## src/rtl/ram_loader_pkg.sv

```systemverilog
// rtl/ram_loader_pkg.sv - shared state encoding and word geometry for ram_loader
//
// Purpose: FSM state encodings and helpers that derive the byte lane count of
//          a RAM word from its bit width.
// Contents: state_t, ST_IDLE/ST_COLLECT/ST_WRITE/ST_DONE,
//           bytes_per_word(), byte_cnt_width().
package ram_loader_pkg;

   typedef logic [1:0] state_t;

   localparam state_t ST_IDLE    = 2'd0;
   localparam state_t ST_COLLECT = 2'd1;
   localparam state_t ST_WRITE   = 2'd2;
   localparam state_t ST_DONE    = 2'd3;

   // Number of byte lanes in a RAM word of the given width.
   function automatic int bytes_per_word(input int data_width);
      return data_width / 8;
   endfunction

   // Width of a counter that indexes byte lanes; never narrower than 1 bit.
   function automatic int byte_cnt_width(input int nbytes);
      return (nbytes > 1) ? $clog2(nbytes) : 1;
   endfunction

endpackage

```

## src/rtl/ram_loader.sv

```systemverilog
// rtl/ram_loader.sv - packs a byte stream into RAM words and writes them sequentially
//
// Purpose: On start, accepts word_count * BYTES bytes from a valid/ready byte
//          stream, assembles them little-endian into DATA_WIDTH words and writes
//          each word to consecutive addresses of a single-port RAM starting at
//          start_addr (address wraps). Keeps a modulo-256 checksum of accepted bytes.
// Ports:
//   clk, reset_n          clock, asynchronous active-low reset
//   start, start_addr,    one-cycle load request with first address and
//   word_count            number of words (sampled only when idle)
//   abort                 cancels an active load, no done pulse
//   in_data, in_valid,    byte stream input; byte consumed when
//   in_ready              in_valid && in_ready
//   ram_addr, ram_data_in,
//   ram_we                single-port RAM write port
//   busy, done, checksum  status
module ram_loader
   import ram_loader_pkg::*;
#(
   parameter int DATA_WIDTH = 32,
   parameter int ADDR_WIDTH = 12
) (
   input  logic                  clk,
   input  logic                  reset_n,
   input  logic                  start,
   input  logic [ADDR_WIDTH-1:0] start_addr,
   input  logic [ADDR_WIDTH:0]   word_count,
   input  logic                  abort,
   input  logic [7:0]            in_data,
   input  logic                  in_valid,
   output logic                  in_ready,
   output logic [ADDR_WIDTH-1:0] ram_addr,
   output logic [DATA_WIDTH-1:0] ram_data_in,
   output logic                  ram_we,
   output logic                  busy,
   output logic                  done,
   output logic [7:0]            checksum
);

   localparam int BYTES = bytes_per_word(DATA_WIDTH);
   localparam int BCW   = byte_cnt_width(BYTES);

   localparam logic [BCW-1:0]      LAST_LANE = BCW'(BYTES - 1);
   localparam logic [ADDR_WIDTH:0] ONE_WORD  = (ADDR_WIDTH + 1)'(1);

   state_t                  state_q;
   state_t                  state_d;
   logic [ADDR_WIDTH-1:0]   addr_q;
   logic [ADDR_WIDTH:0]     remaining_q;
   logic [BCW-1:0]          byte_cnt_q;
   logic [DATA_WIDTH-1:0]   word_q;
   logic [7:0]              checksum_q;

   logic                    accept;
   logic                    last_byte;
   logic                    start_ok;

   // abort outranks start when both arrive in IDLE
   assign start_ok  = start && !abort;
   assign accept    = in_valid && in_ready;
   assign last_byte = accept && (byte_cnt_q == LAST_LANE);

   // State register
   always_ff @(posedge clk or negedge reset_n) begin
      if (!reset_n) begin
         state_q <= ST_IDLE;
      end else begin
         state_q <= state_d;
      end
   end

   // Next-state logic
   always_comb begin
      state_d = state_q;
      case (state_q)
         ST_IDLE: begin
            if (start_ok) begin
               state_d = (word_count == '0) ? ST_DONE : ST_COLLECT;
            end
         end
         ST_COLLECT: begin
            if (abort) begin
               state_d = ST_IDLE;
            end else if (last_byte) begin
               state_d = ST_WRITE;
            end
         end
         ST_WRITE: begin
            if (abort) begin
               state_d = ST_IDLE;
            end else begin
               state_d = (remaining_q == ONE_WORD) ? ST_DONE : ST_COLLECT;
            end
         end
         ST_DONE: begin
            state_d = ST_IDLE;
         end
         default: begin
            state_d = ST_IDLE;
         end
      endcase
   end

   // Output logic. in_ready drops with abort so a byte offered during the
   // abort cycle stays with the source instead of being silently dropped.
   always_comb begin
      in_ready = 1'b0;
      ram_we   = 1'b0;
      busy     = 1'b1;
      done     = 1'b0;
      case (state_q)
         ST_IDLE:    busy     = 1'b0;
         ST_COLLECT: in_ready = !abort;
         ST_WRITE:   ram_we   = !abort;
         ST_DONE:    done     = 1'b1;
         default:    busy     = 1'b0;
      endcase
   end

   // Datapath: address/count capture, byte assembly, checksum
   always_ff @(posedge clk or negedge reset_n) begin
      if (!reset_n) begin
         addr_q      <= '0;
         remaining_q <= '0;
         byte_cnt_q  <= '0;
         word_q      <= '0;
         checksum_q  <= '0;
      end else begin
         case (state_q)
            ST_IDLE: begin
               if (start_ok) begin
                  addr_q      <= start_addr;
                  remaining_q <= word_count;
                  byte_cnt_q  <= '0;
                  word_q      <= '0;
                  checksum_q  <= '0;
               end
            end
            ST_COLLECT: begin
               if (abort) begin
                  byte_cnt_q <= '0;
               end else if (accept) begin
                  word_q[8*int'(byte_cnt_q) +: 8] <= in_data;
                  checksum_q <= checksum_q + in_data;
                  byte_cnt_q <= last_byte ? '0 : byte_cnt_q + BCW'(1);
               end
            end
            ST_WRITE: begin
               if (!abort) begin
                  // natural wrap of the address register gives modulo addressing
                  addr_q      <= addr_q + ADDR_WIDTH'(1);
                  remaining_q <= remaining_q - ONE_WORD;
               end
            end
            default: begin
            end
         endcase
      end
   end

   assign ram_addr    = addr_q;
   assign ram_data_in = word_q;
   assign checksum    = checksum_q;

endmodule
```

## config.mk

```make
export PLATFORM = sky130hd
export DESIGN_NAME = ram_loader
export DESIGN_NICKNAME = d
export VERILOG_FILES = /design/src/rtl/ram_loader_pkg.sv /design/src/rtl/ram_loader.sv
export SDC_FILE = /design/constraint.sdc
export NUM_CORES = 1
export LEC_CHECK = 0
export CORE_UTILIZATION = 45
export DETAILED_ROUTE_END_ITERATION = 6
export GPL_TIMING_DRIVEN = 0
export PLACE_DENSITY_LB_ADDON = 0.15
export RECOVER_POWER = 100
export SETUP_SLACK_MARGIN = 0.1
export SYNTH_ARGS = -nofsm -noshare
export SYNTH_HDL_FRONTEND = slang
export SYNTH_SLANG_ARGS = --single-unit
```

## constraint.sdc

```tcl
create_clock -name clk -period 4.4 [get_ports clk]
set_input_delay 0.88 -clock clk [delete_from_list [all_inputs] [get_ports clk]]
set_output_delay 0.88 -clock clk [all_outputs]
set_load 0.03 [all_outputs]
```

Word-level counts from Yosys, hierarchy flattened
Index checks and enable logic that the tools add are counted.
{ "word_totals": {"register_bits": 69, "word_cells": 67, "in_bits": 38} }
{ "classes": {"muxes": 31, "n_addsub": 5, "shifts": 2, "n_reduce_logical": 12, "eq_ne": 11} }
{ "op_table": {"columns": ["operator", "n"], "rows": [
  ["32-bit two-way mux", 3],
  ["32-bit case mux with 2 select lines", 1],
  ["5-bit negator with 33-bit output", 1],
  ["8-bit by 33-bit variable shift with 32-bit output, first input constant", 1],
  ["8-bit by 33-bit variable part select with 32-bit output", 1],
  ["32-bit bitwise mux", 1],
  ["13-bit two-way mux", 2],
  ["13-bit case mux with 2 select lines", 1],
  ["12-bit two-way mux", 2],
  ["8-bit two-way mux", 3],
  ["12-bit case mux with 2 select lines", 1],
  ["2-bit two-way mux", 10],
  ["8-bit case mux with 2 select lines", 1],
  ["13-bit by 1-bit equality test with 1-bit output, second input constant", 1],
  ["13-bit zero test", 1],
  ["13-bit by 1-bit subtractor with 13-bit output, second input constant", 1],
  ["12-bit by 1-bit adder with 12-bit output, second input constant", 1],
  ["8-bit adder", 1],
  ["2-bit inequality test, second input constant", 4],
  ["2-bit case mux with 4 select lines", 1],
  ["2-bit equality test, second input constant", 3],
  ["3-bit inequality test, second input constant", 2],
  ["3-bit AND reduction", 2],
  ["1-bit two-way mux", 4],
  ["other kinds (9)", 12]
]} }

Depth between registers and ports, before layout
Gate-level depths: netlist (run 1).
{ "logic_depth": {"ltp_word": 8, "ltp_mapped": 7, "ltp_nobuf": 7} }

Worst setup path after synthesis (run 1)
Ideal clock, no wire load.
{ "synth_path": {"path_kind": "input to register", "startpoint": "in in_data[0]", "endpoint": "reg checksum_q[6] (netlist: checksum[6])", "setup_time_ns": 0.121, "arrival_time_ns": 2.152, "path_stages": 7, "setup_slack_ns": 2.127, "path_buffers": 0, "required_ns": 4.279, "path_cell_list": "ha_1 > fa_1 > a21oi_1 > o21ai_0 > a21oi_1 > xnor2_1 > a22o_1"} }
{ "synth_via": {"elab_chain_cells": 4} }
{ "synth_lines": {"columns": ["element", "line_no", "text"], "rows": [
  ["start, declared", "ram_loader.sv:29", "input logic [7:0] in_data,"],
  ["8-bit adder", "ram_loader.sv:144", "checksum_q <= checksum_q + in_data;"],
  ["8-bit two-way mux", "ram_loader.sv:142", "end else if (accept) begin"],
  ["8-bit two-way mux", "ram_loader.sv:140", "if (abort) begin"],
  ["8-bit case mux with 2 select lines", "ram_loader.sv:129", "case (state_q)"],
  ["end signal, assigned", "ram_loader.sv:144", null],
  ["end, declared", "ram_loader.sv:52", "logic [7:0] checksum_q;"]
]} }
Every way passes these cells. The select of a mux whose other input is x is not followed.
A chain may end at the register's enable or synchronous reset.

Final worst setup path (run 1)
{ "layout_path": {"startpoint": "in abort", "endpoint": "out in_ready"} }
{ "layout_via": {"elab_chain_cells": 2} }
{ "layout_lines": {"columns": ["element", "line_no", "text"], "rows": [
  ["start, declared", "ram_loader.sv:28", "input logic abort,"],
  ["1-bit zero test", null, null],
  ["1-bit two-way mux", "ram_loader.sv:111", "case (state_q)"],
  ["end, declared", "ram_loader.sv:31", "output logic in_ready,"]
]} }
Every way passes these cells.

==> impl_metrics.json, run 1 <==
{
  "outcome": "finished, violations left",
  "violations": "max-capacitance violations, max-slew violations",
  "finalMaxSlewViolations": 70,
  "cp_slowest_stage_delay_ns": 0.76,
  "crit_path_end_kind": "output pin",
  "hold_viol": 0,
  "routed-wl-met3_um": 661,
  "post_cts_buffers": 0,
  "dpl.hpwl_mm": 7.091,
  "num_vias": 3460,
  "synth_top_area_share_pct": 46.56,
  "nFillCells": 709,
  "path_cells": "dlygate4sd3_1 -> nor2_1 -> nand2_1 -> inv_1 -> dlygate4sd3_1",
  "synth_ff_type": "dfrtp_1",
  "routedWlPerCell_um": 16.41,
  "portBuffers": 93,
  "syn_inst": 390,
  "worstPathMaxFanout": 7,
  "tightestPinTransition_ns": 1.777,
  "synthToLayoutAreaGrowth_pct": 34.38,
  "cts_resized": 0,
  "grt_pass1_vias": 3300,
  "route.detailed.drc": 0,
  "p_per_area_nw_per_um2": 467.5,
  "multi_input_area_um2": 1873,
  "ys_types": 55,
  "period_minus_slack_ns": 3.549,
  "clk_path_buf_depth": 2,
  "grt_max_degree": 70,
  "vias_per_cell": 5.757,
  "maxUsedRoutingLayer": "met4",
  "design.die.area_um2": 8608,
  "cts_htree_levels": 3,
  "cts_buffers": 9,
  "nNetsFinal": 549,
  "rsz0062_at_grt": "false",
  "syn_area_um2": 3709,
  "crit_path_frequent_cell": "dlygate4sd3_1",
  "post_route_cells_drive_above_1_share_pct": 7.214,
  "crit_start": "abort",
  "crit_end": "in_ready",
  "drt_iter0_drc": 290,
  "r2r_end": "ram_data_in[23]",
  "regToRegSetupSlack_ns": 2.36,
  "worst_hold_slack_ns": 0.4796,
  "pin_count": 94,
  "overflow": 0,
  "fin_skew_ns": 0.01346,
  "cts_hold_buf": 0,
  "r2r-start": "byte_cnt_q[0]",
  "power.leakage_uw": 0.002229,
  "dr_wl_met2_mm": 4.419,
  "drv_cap": 1,
  "drtPass1Iterations": 5,
  "dp_cells": 585,
  "synth_seq_area_share_pct": 46.56,
  "die_y_um": 92.78,
  "drt_wl_total_mm": 9.865,
  "rows": 32,
  "route.layer.met1.wl_mm": 4.660,
  "start_kind": "primary input",
  "fin_area_um2": 4984,
  "yosysTopAreaCell": "dfrtp_1",
  "placed_cell_area_um2": 4765,
  "crit_type": "in -> out",
  "fmax_mhz": 281.8,
  "synth_area_leaders": "dfrtp_1, a22o_1, ha_1",
  "path_clk_slew_ns": 0.07,
  "max-vdd-ir-drop_mv": 0.2911,
  "ant_nets": 0,
  "slowest_stage": "dlygate4sd3_1",
  "clkLatencyLatePin_ns": 0.35,
  "syn_nets": 445,
  "seq_area_um2": 1727,
  "antenna_found_initial": 0,
  "synth_edf_count": 0,
  "async_reset_ff_share_pct": 100.0,
  "slew_headroom_pct": -18.46,
  "fin_setup_tns_ns": 0,
  "setup_viol": 0,
  "start_util_pct": 47.26,
  "cts_root_buffer": "clkbuf_8",
  "n_antenna_cell": 0,
  "grt_usage_pct": 24.13,
  "synth-seq-cells": 69,
  "cts_sinks": 69,
  "dieWidth_um": 92.78,
  "worstPathRequired_ns": 3.52,
  "min_period_over_period_pct": 80.65,
  "critPathArrivalTime_ns": 2.67,
  "synth_area_per_cell_um2": 9.509,
  "instances_no_fill": 601,
  "hp-class": "reg -> reg",
  "reg2regPathDepth": 5,
  "routabilityCongestion": 0.8920,
  "grt_pass1_wl_mm": 16.34,
  "synth_common_cells": "dfrtp_1, nand2_1, o21ai_0",
  "core-area_um2": 7848,
  "yosysMostFrequentCell": "dfrtp_1",
  "ys_warn_count": 0,
  "cts_tree": "done"
}
[registers in the layout, summed over array words and instances (netlist names)]
| register | cells |
|---|---|
| state_q | 2 |
| remaining_q | 13 |
| checksum | 8 |
| ram_data_in | 32 |
| byte_cnt_q | 2 |
| ram_addr | 12 |
[cells in the final DEF (no fill, tap or decap), types with 13 or more instances in the layout]
master           count
a21oi_1             28
a22o_1              28
clkdlybuf4s50_1     33
dfrtp_1             69
dlygate4sd3_1       59
ha_1                16
nand2_1             44
nor2_1              29
nor3_1              13
o21ai_0             41
[layer usage]
layer / global-route usage (%) / vias up
li1: - / 1663
met1: 35.23 / 1651
met2: 36.46 / 131
met3: 4.516 / 15
met4: 6.795 / 0
met5: 0 / -
[cell families after synthesis]
logic type | after synthesis | synth area share, %
buffers and inverters | 25 | 2.868
DFF | 69 | 46.56
adders and majority gates | 17 | 5.938
and+or+nand+nor | 137 | 18.99
xor gates and xnor gates | 5 | 1.181
AOI/OAI and AO/OA | 136 | 24.16
muxes | 1 | 0.3036
[worst max-delay path, delay by kind of cell]
| kind | cells | cell delay [ns] |
|---|---|---|
| buffers and inverters | 3 | 1.50 |
| and+or+nand+nor | 2 | 0.30 |
[cell type report]
type | count | share of cell area, %
Multi-Input combinational cell | 296 | 37.58
Sequential cell | 69 | 34.65
Timing Repair Buffer | 93 | 18.58
Clock buffer | 11 | 2.837
Tap cell | 102 | 2.561
Clock inverter | 5 | 1.682
Buffer | 19 | 1.657
Inverter | 6 | 0.4519
[power by group]
group / switching, uW / internal (uW)
logic: 508 / 344
clock network: 252 / 336
registers: 134 / 755
total: 894 / 1440
[worst min path at each step]
stage	start	to	slack, ns	depth (start not counted)
after floorplan	remaining_q[7]	remaining_q[7]	0.47	2
after global placement	ram_data_in[18]	ram_data_in[18]	0.46	2
after detailed placement	ram_data_in[17]	ram_data_in[17]	0.47	2
after CTS	ram_data_in[17]	ram_data_in[17]	0.49	2
after global routing	ram_data_in[20]	ram_data_in[20]	0.51	2
final	ram_data_in[17]	ram_data_in[17]	0.48	2
[through the flow]
step	power, uW	utilization [%]	setup WS, ns
after floorplan	1446	-	2.127
after global routing	2463	63.50	0.7797
after detailed placement	1782	60.71	1.010
final	2330	63.50	0.8513
after global placement	1762	60.75	0.01859
after CTS	2371	63.58	0.9984
Power figures use the tool's default switching activity.
==> run 2, diff against run 1 <==
Clock period 4.4 ns to 3.2 ns, I/O delays scaled along.
==> run 2 against run 1 <==
Compared with the run above: highest routed layer unchanged; the flow still finishes with violations (max-capacitance violations, max-slew violations); largest power group unchanged; count of clock-buffer cells in the layout is the same; largest cell class unchanged; flip-flop and latch count is the same; sequential power grew 37%; register-to-register slack lost 1.2 ns.
==> impl_metrics.json, run 2 (synthesis gave the netlist of run 1 again) <==
{
  "fin_setup_tns_ns": 0,
  "pin_count": 94,
  "power.leakage_uw": 0.002226,
  "drt_iter0_drc": 289,
  "critPathArrivalTime_ns": 2.37,
  "period_minus_slack_ns": 3.009,
  "portBuffers": 93,
  "post_cts_buffers": 0,
  "dieWidth_um": 92.78,
  "rsz0062_at_grt": "false",
  "cts_htree_levels": 3,
  "path_clk_slew_ns": 0.07,
  "design.die.area_um2": 8608,
  "cp_slowest_stage_delay_ns": 0.69,
  "synthToLayoutAreaGrowth_pct": 34.38,
  "post_route_cells_drive_above_1_share_pct": 7.214,
  "violations": "max-capacitance violations, max-slew violations",
  "crit_path_end_kind": "output pin",
  "worstPathBufferInverterCount": 3,
  "hold_viol": 0,
  "clkLatencyLatePin_ns": 0.35,
  "clk_path_buf_depth": 2,
  "antenna_found_initial": 0,
  "setup_viol": 0,
  "fin_skew_ns": 0.01362,
  "slowest_stage": "clkdlybuf4s50_1",
  "vias_per_cell": 5.770,
  "p_per_area_nw_per_um2": 642.8,
  "cp_top_family": "buffers and inverters",
  "nNetsFinal": 549,
  "slew_headroom_pct": -17.77,
  "grt_max_degree": 70,
  "cts_hold_buf": 0,
  "drv_cap": 1,
  "route.detailed.drc": 0,
  "finalPower_uw": 3203,
  "final_common_cell": "dfrtp_1",
  "worstPathMaxFanout": 7,
  "die_y_um": 92.78,
  "hp-class": "reg -> reg",
  "path_cells": "dlygate4sd3_1 -> nor2_1 -> nand2_1 -> inv_1 -> clkdlybuf4s50_1",
  "start_util_pct": 47.26,
  "dpl.hpwl_mm": 7.091,
  "cts_tree": "done",
  "drt_wl_total_mm": 9.843,
  "grt_usage_pct": 24.13,
  "finalMaxSlewViolations": 70,
  "fmax_mhz": 332.4,
  "regToRegSetupSlack_ns": 1.16,
  "max-vdd-ir-drop_mv": 0.4012,
  "worstPathRequired_ns": 2.56,
  "grt_pass1_wl_mm": 16.34,
  "routedWlPerCell_um": 16.38,
  "tightestPinTransition_ns": 1.766,
  "outcome": "finished, violations left",
  "cts_root_buffer": "clkbuf_8",
  "cts_buffers": 9,
  "ant_nets": 0,
  "cts_resized": 0,
  "min_period_over_period_pct": 94.02,
  "cts_sinks": 69,
  "start_kind": "primary input",
  "rows": 32,
  "final_cell_mix": "dfrtp_1, dlygate4sd3_1, nand2_1, o21ai_0, clkdlybuf4s50_1",
  "grt_pass1_vias": 3300,
  "crit_type": "in -> out",
  "largest_reg_flops": 32,
  "routabilityCongestion": 0.8920,
  "num_vias": 3468,
  "core-area_um2": 7848,
  "overflow": 0,
  "n_antenna_cell": 0,
  "drtPass1Iterations": 5
}
## run 2: changes by cell type in the layout (fill, tap and decap cells not counted), sizes merged
cell and delta:
clkdlybuf4s50 +1, dlygate4sd3 -1
## run 2: worst paths after layout
kind                                  from  cells after the start               to
max in group asynchronous          reset_n                      1   ram_data_in[8]
min reg2reg                ram_data_in[17]                      2  ram_data_in[17]
max reg2reg                  byte_cnt_q[0]                      5  ram_data_in[23]
min in group asynchronous          reset_n                      1   remaining_q[3]
max                                  abort                      5         in_ready
min                        ram_data_in[17]                      2  ram_data_in[17]
## run 2: through the flow
stage               setup WS, ns  instances  hold slack [ns]  utilization (%)  instance area, um^2
detailed placement        0.2896        585           0.4722            60.71                 4765
global placement         -0.9414        585           0.4615            60.75                 4767
finish                    0.1914        601           0.4797            63.50                 4984
CTS                       0.2784        601           0.4532            63.58                 4990
global route              0.1256        601           0.5113            63.50                 4984
floorplan                  1.167        390           0.3444                -                 3709
## run 2: worst register-to-register path, cell delays in order (launching register included)
cell	delay, ns
dfrtp_1	0.48
inv_1	0.16
ha_1	0.23
o21ai_0	0.54
clkbuf_1	0.36
o21ai_0	0.16
## run 2: cell type report
class | instances | area, um^2
fill | 709 | 2864
clock buffer | 11 | 141.4
timing repair buffer | 93 | 925.9
tap | 102 | 127.6
clock inverter | 5 | 83.83
buffer | 19 | 82.58
multi-input combinational | 296 | 1873
sequential | 69 | 1727
inverter | 6 | 22.52
## run 2: report_power, final
| group | switching, uW | total [uW] | internal, uW |
|---|---|---|---|
| Combinational | 699 | 1170 | 474 |
| Sequential | 183 | 1220 | 1040 |
| Clock | 347 | 809 | 462 |
| Total | 1230 | 3200 | 1970 |
## run 2: per-layer routing
metal / GRT usage [%] / wire, um
met3: 4.516 / 651
met4: 6.795 / 129
met5: 0 / 0
met2: 36.46 / 4417
met1: 35.23 / 4646
